[config.mk]
export PLATFORM = sky130hd
export DESIGN_NAME = float_to_fixed_seq
export DESIGN_NICKNAME = d
export VERILOG_FILES = /design/src/rtl/f2f_pkg.sv /design/src/rtl/f2f_lat_counter.sv /design/src/rtl/float_to_fixed_seq.sv
export SDC_FILE = /design/constraint.sdc
export NUM_CORES = 1
export LEC_CHECK = 0
export BUFFER_PORTS_ARGS = -buffer_cell sky130_fd_sc_hd__buf_4
export CORE_ASPECT_RATIO = 0.7
export CORE_UTILIZATION = 50
export DETAILED_ROUTE_END_ITERATION = 6
export MAX_ROUTING_LAYER = met4
export PLACE_DENSITY = 0.84
export SYNTH_ARGS = -nofsm -noshare
export SYNTH_HDL_FRONTEND = slang
export SYNTH_SLANG_ARGS = --single-unit
[constraint.sdc]
create_clock -name CLK -period 3.7 [get_ports CLK]
set_input_delay 0.925 -clock CLK [delete_from_list [all_inputs] [get_ports CLK]]
set_output_delay 0.925 -clock CLK [all_outputs]
set_load 0.05 [all_outputs]
[src/rtl/f2f_pkg.sv]
// Shared types and constants for the float-to-fixed conversion sequencer.
package f2f_pkg;

  typedef enum logic [2:0] {
    S_IDLE    = 3'd0,
    S_CAPTURE = 3'd1,
    S_COMPARE = 3'd2,
    S_LOAD    = 3'd3,
    S_WAIT    = 3'd4,
    S_DONE    = 3'd5
  } state_t;

  localparam int unsigned SHIFT_LAT_DEF = 2;
  localparam logic [7:0]  BIAS_DEF      = 8'd127;
  localparam logic [7:0]  OVF_EXP_DEF   = 8'd158;

endpackage

[src/rtl/f2f_lat_counter.sv]
// 4-bit loadable down-counter with a zero flag; saturates at zero.
module f2f_lat_counter (
  input  logic       clk,
  input  logic       rst_n,
  input  logic       load,
  input  logic       dec,
  input  logic [3:0] load_val,
  output logic       zero
);

  logic [3:0] count;

  always_ff @(posedge clk or negedge rst_n) begin
    if (!rst_n)                     count <= 4'd0;
    else if (load)                  count <= load_val;
    else if (dec && count != 4'd0)  count <= count - 4'd1;
  end

  assign zero = (count == 4'd0);

endmodule

[src/rtl/float_to_fixed_seq.sv]
// Sequencer for the float-to-fixed datapath: strobes the float register, loads the
// barrel shifter, waits out its latency and captures the signed fixed-point result.
module float_to_fixed_seq
  import f2f_pkg::*;
#(
  parameter int unsigned SHIFT_LAT = SHIFT_LAT_DEF,
  parameter logic [7:0]  BIAS      = BIAS_DEF,
  parameter logic [7:0]  OVF_EXP   = OVF_EXP_DEF
) (
  input  logic        CLK,
  input  logic        RST_N,
  input  logic        START,
  input  logic        ACK,
  input  logic        EXP_OUT,
  input  logic [7:0]  EXP,
  input  logic [31:0] FIXED,
  output logic        EN_REG1,
  output logic        LOAD,
  output logic        MS_1,
  output logic        BUSY,
  output logic        DONE,
  output logic [31:0] RESULT,
  output logic        ZERO,
  output logic        OVF
);

  state_t state;
  logic   cnt_zero;

  f2f_lat_counter u_lat_cnt (
    .clk      (CLK),
    .rst_n    (RST_N),
    .load     (state == S_LOAD),
    .dec      (state == S_WAIT),
    .load_val (4'(SHIFT_LAT - 1)),
    .zero     (cnt_zero)
  );

  always_ff @(posedge CLK or negedge RST_N) begin
    if (!RST_N) begin
      state   <= S_IDLE;
      EN_REG1 <= 1'b0;
      LOAD    <= 1'b0;
      MS_1    <= 1'b0;
      BUSY    <= 1'b0;
      DONE    <= 1'b0;
      RESULT  <= 32'h0;
      ZERO    <= 1'b0;
      OVF     <= 1'b0;
    end else begin
      EN_REG1 <= 1'b0;
      LOAD    <= 1'b0;
      case (state)
        S_IDLE: begin
          if (START) begin
            state   <= S_CAPTURE;
            EN_REG1 <= 1'b1;
            BUSY    <= 1'b1;
          end
        end
        S_CAPTURE: state <= S_COMPARE;
        S_COMPARE: begin
          state <= S_LOAD;
          LOAD  <= 1'b1;
          // Comparator covers EXP > BIAS; the below-bias side completes EXP != BIAS.
          MS_1  <= EXP_OUT | (EXP < BIAS);
        end
        S_LOAD: state <= S_WAIT;
        S_WAIT: begin
          if (cnt_zero) begin
            state  <= S_DONE;
            BUSY   <= 1'b0;
            DONE   <= 1'b1;
            MS_1   <= 1'b0;
            RESULT <= (EXP == 8'd0) ? 32'h0 : FIXED;
            ZERO   <= (EXP == 8'd0);
            OVF    <= (EXP >= OVF_EXP);
          end
        end
        S_DONE: begin
          if (ACK) begin
            DONE <= 1'b0;
            if (START) begin
              state   <= S_CAPTURE;
              EN_REG1 <= 1'b1;
              BUSY    <= 1'b1;
            end else begin
              state <= S_IDLE;
            end
          end
        end
        default: state <= S_IDLE;
      endcase
    end
  end

endmodule

# Word-level counts from Yosys, hierarchy flattened
# Index checks and enable logic that the tools add are counted.
# totals
reg_bits,46
in_bits,45
output_inout_bits,39
word_cells,56
# op_classes
addsub,1
n_lt_le_gt_ge,2
n_eq_ne,8
n_mux,20
bitwise_logic,1
reduce_logical,14
# ops
cell,n
$mux 32,1
$pmux 3 s6,1
$mux 1,9
$mux 3,3
$reduce_and 3->1,3
$ge 8x8->1 const B,1
$logic_not 8->1,1
$lt 8x7->1 const B,1
$mux 4,2
$eq 3x2->1 const B,2
$eq 3x3->1 const B,2
$ne 2x2->1 const B,3
$pmux 1 s2,3
$reduce_bool 2->1,3
$logic_not 4->1,1
$reduce_and 2->1,2
$reduce_bool 4->1,1
$sub 4x1->4 const B,1
$eq 3x1->1 const B,1
$logic_not 3->1,1
$pmux 1 s3,1
$reduce_bool 3->1,1
$logic_and 1x1->1,1
$or 1x1->1,1

# Logic depth before layout (Yosys ltp)
# depth
ltp_word,4
depth_mapped,7
ltp_nobuf,5

# Cells and area by module
# From an unflattened synthesis, not the netlist that was laid out.
# unflattened
hier_cells,155
area_unflattened_um2,1954.4
# by_module_without_submodules
module,n_inst,cells_each,area_each_um2,seq_area_each_um2
float_to_fixed_seq,1,128,1684.1,1051.0
f2f_lat_counter,1,27,270.3,100.1

# Least setup slack after synthesis
# Ideal clock, no wire load.
# synth_path
kind,input port to flip-flop
startpoint,input port EXP[1]
endpoint,register RESULT[10]
setup_time_ps,121
arrival_ps,1878
slack_ps,1701
path_stages,4
cell_sequence,nor4_1 -> a211oi_4 -> buf_6 -> a22o_2
# synth_via
elab_chain_len,2
# synth_rtl
element,line_no,text
start: declaration,float_to_fixed_seq.sv:15,"input logic [7:0] EXP,"
$logic_not 8->1,float_to_fixed_seq.sv:75,RESULT <= (EXP == 8'd0) ? 32'h0 : FIXED;
$mux 32,float_to_fixed_seq.sv:75,
end signal: assignment,float_to_fixed_seq.sv:75,
end: declaration,float_to_fixed_seq.sv:22,"output logic [31:0] RESULT,"
# Every way passes these cells.
# A chain may end at the register's enable or synchronous reset.

# Final worst setup path
# layout_path
startpoint,register u_lat_cnt.count[0]
endpoint,register RESULT[27]
# layout_via
elab_chain_len,2
# layout_rtl
element,line_no,text
start: declaration,f2f_lat_counter.sv:11,logic [3:0] count;
start signal: assignment,f2f_lat_counter.sv:15,else if (load) count <= load_val;
start signal: assignment,f2f_lat_counter.sv:16,else if (dec && count != 4'd0) count <= count - 4'd1;
$logic_not 4->1,f2f_lat_counter.sv:19,assign zero = (count == 4'd0);
$reduce_and 2->1 (no line),-,
# Every way passes these cells.

==> metrics.md <==
| Metric | Value |
|---|---|
| DIE AREA | 4110 um^2 |
| Startpoint types | flip-flop |
| Cell area after synthesis | 1930 um^2 |
| GRT Residual Overflow | 0 |
| Post-route setup TNS | 0 ps |
| GP Congestion | 0.773 |
| Synth area leader | dfrtp_1 |
| Rows | 18 |
| Cts bufs inserted | 5 |
| Starting Density | 53.5% |
| IR drop worst, VDD | 0.677 mV |
| Worst slack, placed | 1110 ps |
| Synth async-reset ratio | 100% |
| # hold bufs at CTS | 0 |
| Synth Area per Inst | 13.2 um^2 |
| Status | completed |
| Post-CTS sizing | 0 |
| Die Wd | 76.2 um |
| Initial antenna violation count | 0 |
| Number of setup buffers added after CTS | 0 |
| Critical path type | reg -> reg |
| Hold Vio Cnt, Final | 0 |
| Number of flops mapped to enable cells by yosys | 0 |
| Clk pin slew, worst setup/hold paths | 80 ps |
| Finished Layout Cells | 276 |
| Clk sink count | 46 |
| Avg WL per Cell | 15.7 um |
| Worst skew pair latency | 300 ps |
| Cell count after synthesis | 146 |
| PortBufs | 83 |
| Yosys warnings | 0 |
| Vias in the first global route | 1,396 |
| Internal power | 1530 uW |
| Slew Limit Fails | 0 |
| Worst hold-check path type | reg -> reg |
| Ports | 84 |
| Final number of setup-violating endpoints | 0 |
| ANT nets after route | 0 |
| First-pass GRT wire length | 6530 um |
| Top cells by count, synth | dfrtp_1, a22o_2, a22o_1 |
| Synth cell types | 42 |
| Ratio of cells with drive above 1 in the final layout | 52.7% |
| TritonRoute pass-1 iters | 4 |
| Hold_ws | 507 ps |
| Max cap viols | 0 |
| Clock network power share | 12.9% |
| Post-route DRC | 0 |
| Via count | 1,488 |
| Vias per cell | 5.39 |
| Net Sw Power | 1380 uW |
| Period utilisation layout | 70.8% |
| Total Routed Length | 4320 um |
| Unrepaired setup endpoints after global routing | false |
| H-Tree Depth | 2 |
| Leak pwr | 0.00128 uW |
| Max Freq | 382 MHz |
| Final HPWL DP | 3010 um |
| Post-route setup slack | 1080 ps |
| Overall Global Routing Usage | 22.3% |
| Area Overhead vs Synth | 37.5% |
| Synth Flop Type | dfrtp_1 |
| Crit-path max FO | 33 |
| CP Capture Type | flip-flop |
| NumNets Final | 273 |
| Top-count cell post-synth | dfrtp_1 |
| Synth Net Count | 193 |
| Seq cells post-synth | 46 |
| Diodes inserted | 0 |
| Root Driver | clkbuf_8 |
| Gate power share | 55.3% |
| Sw frac | 47.5% |
| Placed insts | 269 |
| Sequential-to-total area share from yosys stat | 59.7% |
| Top cell type's share of synthesized area | 59.7% |
| Data arrival time of the critical path | 2850 ps |
| CTS max path bufs | 2 |
| Largest net degree at the start of global routing | 47 |
| Max-slew headroom | 10.6% |
| Initial DRC count | 110 |
| Core Area | 3600 um^2 |
| Top post-synthesis cells by area | dfrtp_1, a22o_2, a22o_1 |
| Clk_skew | 6.86 ps |
| PwrDens | 1100 nW/um^2 |
| Clock period minus worst slack | 2620 ps |
| Die height | 53.9 um |
| Worst EP required | 3930 ps |
| TritonCTS clock tree | done |
| Reg2reg setup slack | 1080 ps |
| Slew @ Worst Pin | 1340 ps |
| Sequential power share | 31.8% |
## state kept, by name, indices dropped and copies added, names as in the netlist
register and flops:
RESULT 32, u_lat_cnt.count 4, state 3, BUSY 1, DONE 1, EN_REG1 1
LOAD 1, MS_1 1, OVF 1, ZERO 1
## cell usage in the layout, fill, tap and decap left out, types with 2 or more instances in the layout
cell type  netlist  routed
clkbuf_8         0       6
buf_4            1      83
dfrtp_1         46      46
a22o_2          23      23
nand3_1          5       5
mux2i_1          2       2
nand2_1          7       7
nor2_1           4       4
nor4_1           2       2
inv_1            3       3
ha_1             2       2
o21ai_0          5       5
o21bai_1         2       2
a22o_1           9       9
nand2b_1         2       2
## power groups by stage
stage	logic (uW)	registers [uW]	clock network, uW
after floorplan	457	1610	0
after global placement	1580	914	0
after detailed placement	1620	931	0
after CTS	1620	925	383
after global routing	1690	959	405
final	1610	926	377
## cells by family after synthesis
logic type                 synth area share (%)
xor gates and xnor gates                  0.455
adders and majority gates                  1.30
buffers and inverters                      4.54
muxes                                      1.62
AOI/OAI and AO/OA                          22.8
DFF                                        59.7
and+or+nand+nor                            9.55
## per-layer routing
metal | part of all wire (%) | wire length (um) | vias up | track usage (%)
met4 | 1.5 | 66 | 0 | 12.2
met1 | 44 | 1920 | 716 | 26.9
met5 | 0 | 0 | - | -
met3 | 6.3 | 272 | 7 | 5.59
li1 | - | - | 700 | -
met2 | 48 | 2060 | 65 | 35.8
## metrics by stage
| step | utilization [%] | power [uW] | cell area (um^2) |
|---|---|---|---|
| floorplan | - | 2070 | 1930 |
| global placement | 70.4 | 2490 | 2540 |
| detailed placement | 70.4 | 2550 | 2540 |
| CTS | 73.5 | 2930 | 2650 |
| global route | 73.5 | 3050 | 2650 |
| finish | 73.5 | 2910 | 2650 |
## critical path, stage by stage, from the launching register on
cell,delay (ps)
dfrtp_1,410
inv_1,120
ha_1,160
or3b_1,500
a211oi_4,1070
a22o_2,300
## worst paths after layout
check	start	to	cells after the start
worst max-delay path	u_lat_cnt.count[0]	RESULT[27]	5
worst max register to register	u_lat_cnt.count[0]	RESULT[27]	5
max in group asynchronous	RST_N	RESULT[25]	1
worst min register to register	BUSY	BUSY	1
worst min-delay path	BUSY	BUSY	1
min in group asynchronous	RST_N	OVF	1
## area by class of cell
type                            count  area [um^2]
Sequential cell                    46         1150
Clock inverter                      1         30.0
Inverter                            3         11.3
Timing Repair Buffer               83          623
Tap cell                           50         62.6
Multi-Input combinational cell     87          688
Fill cell                         243          955
Clock buffer                        6         82.6
(Power assumes the default switching activity.)
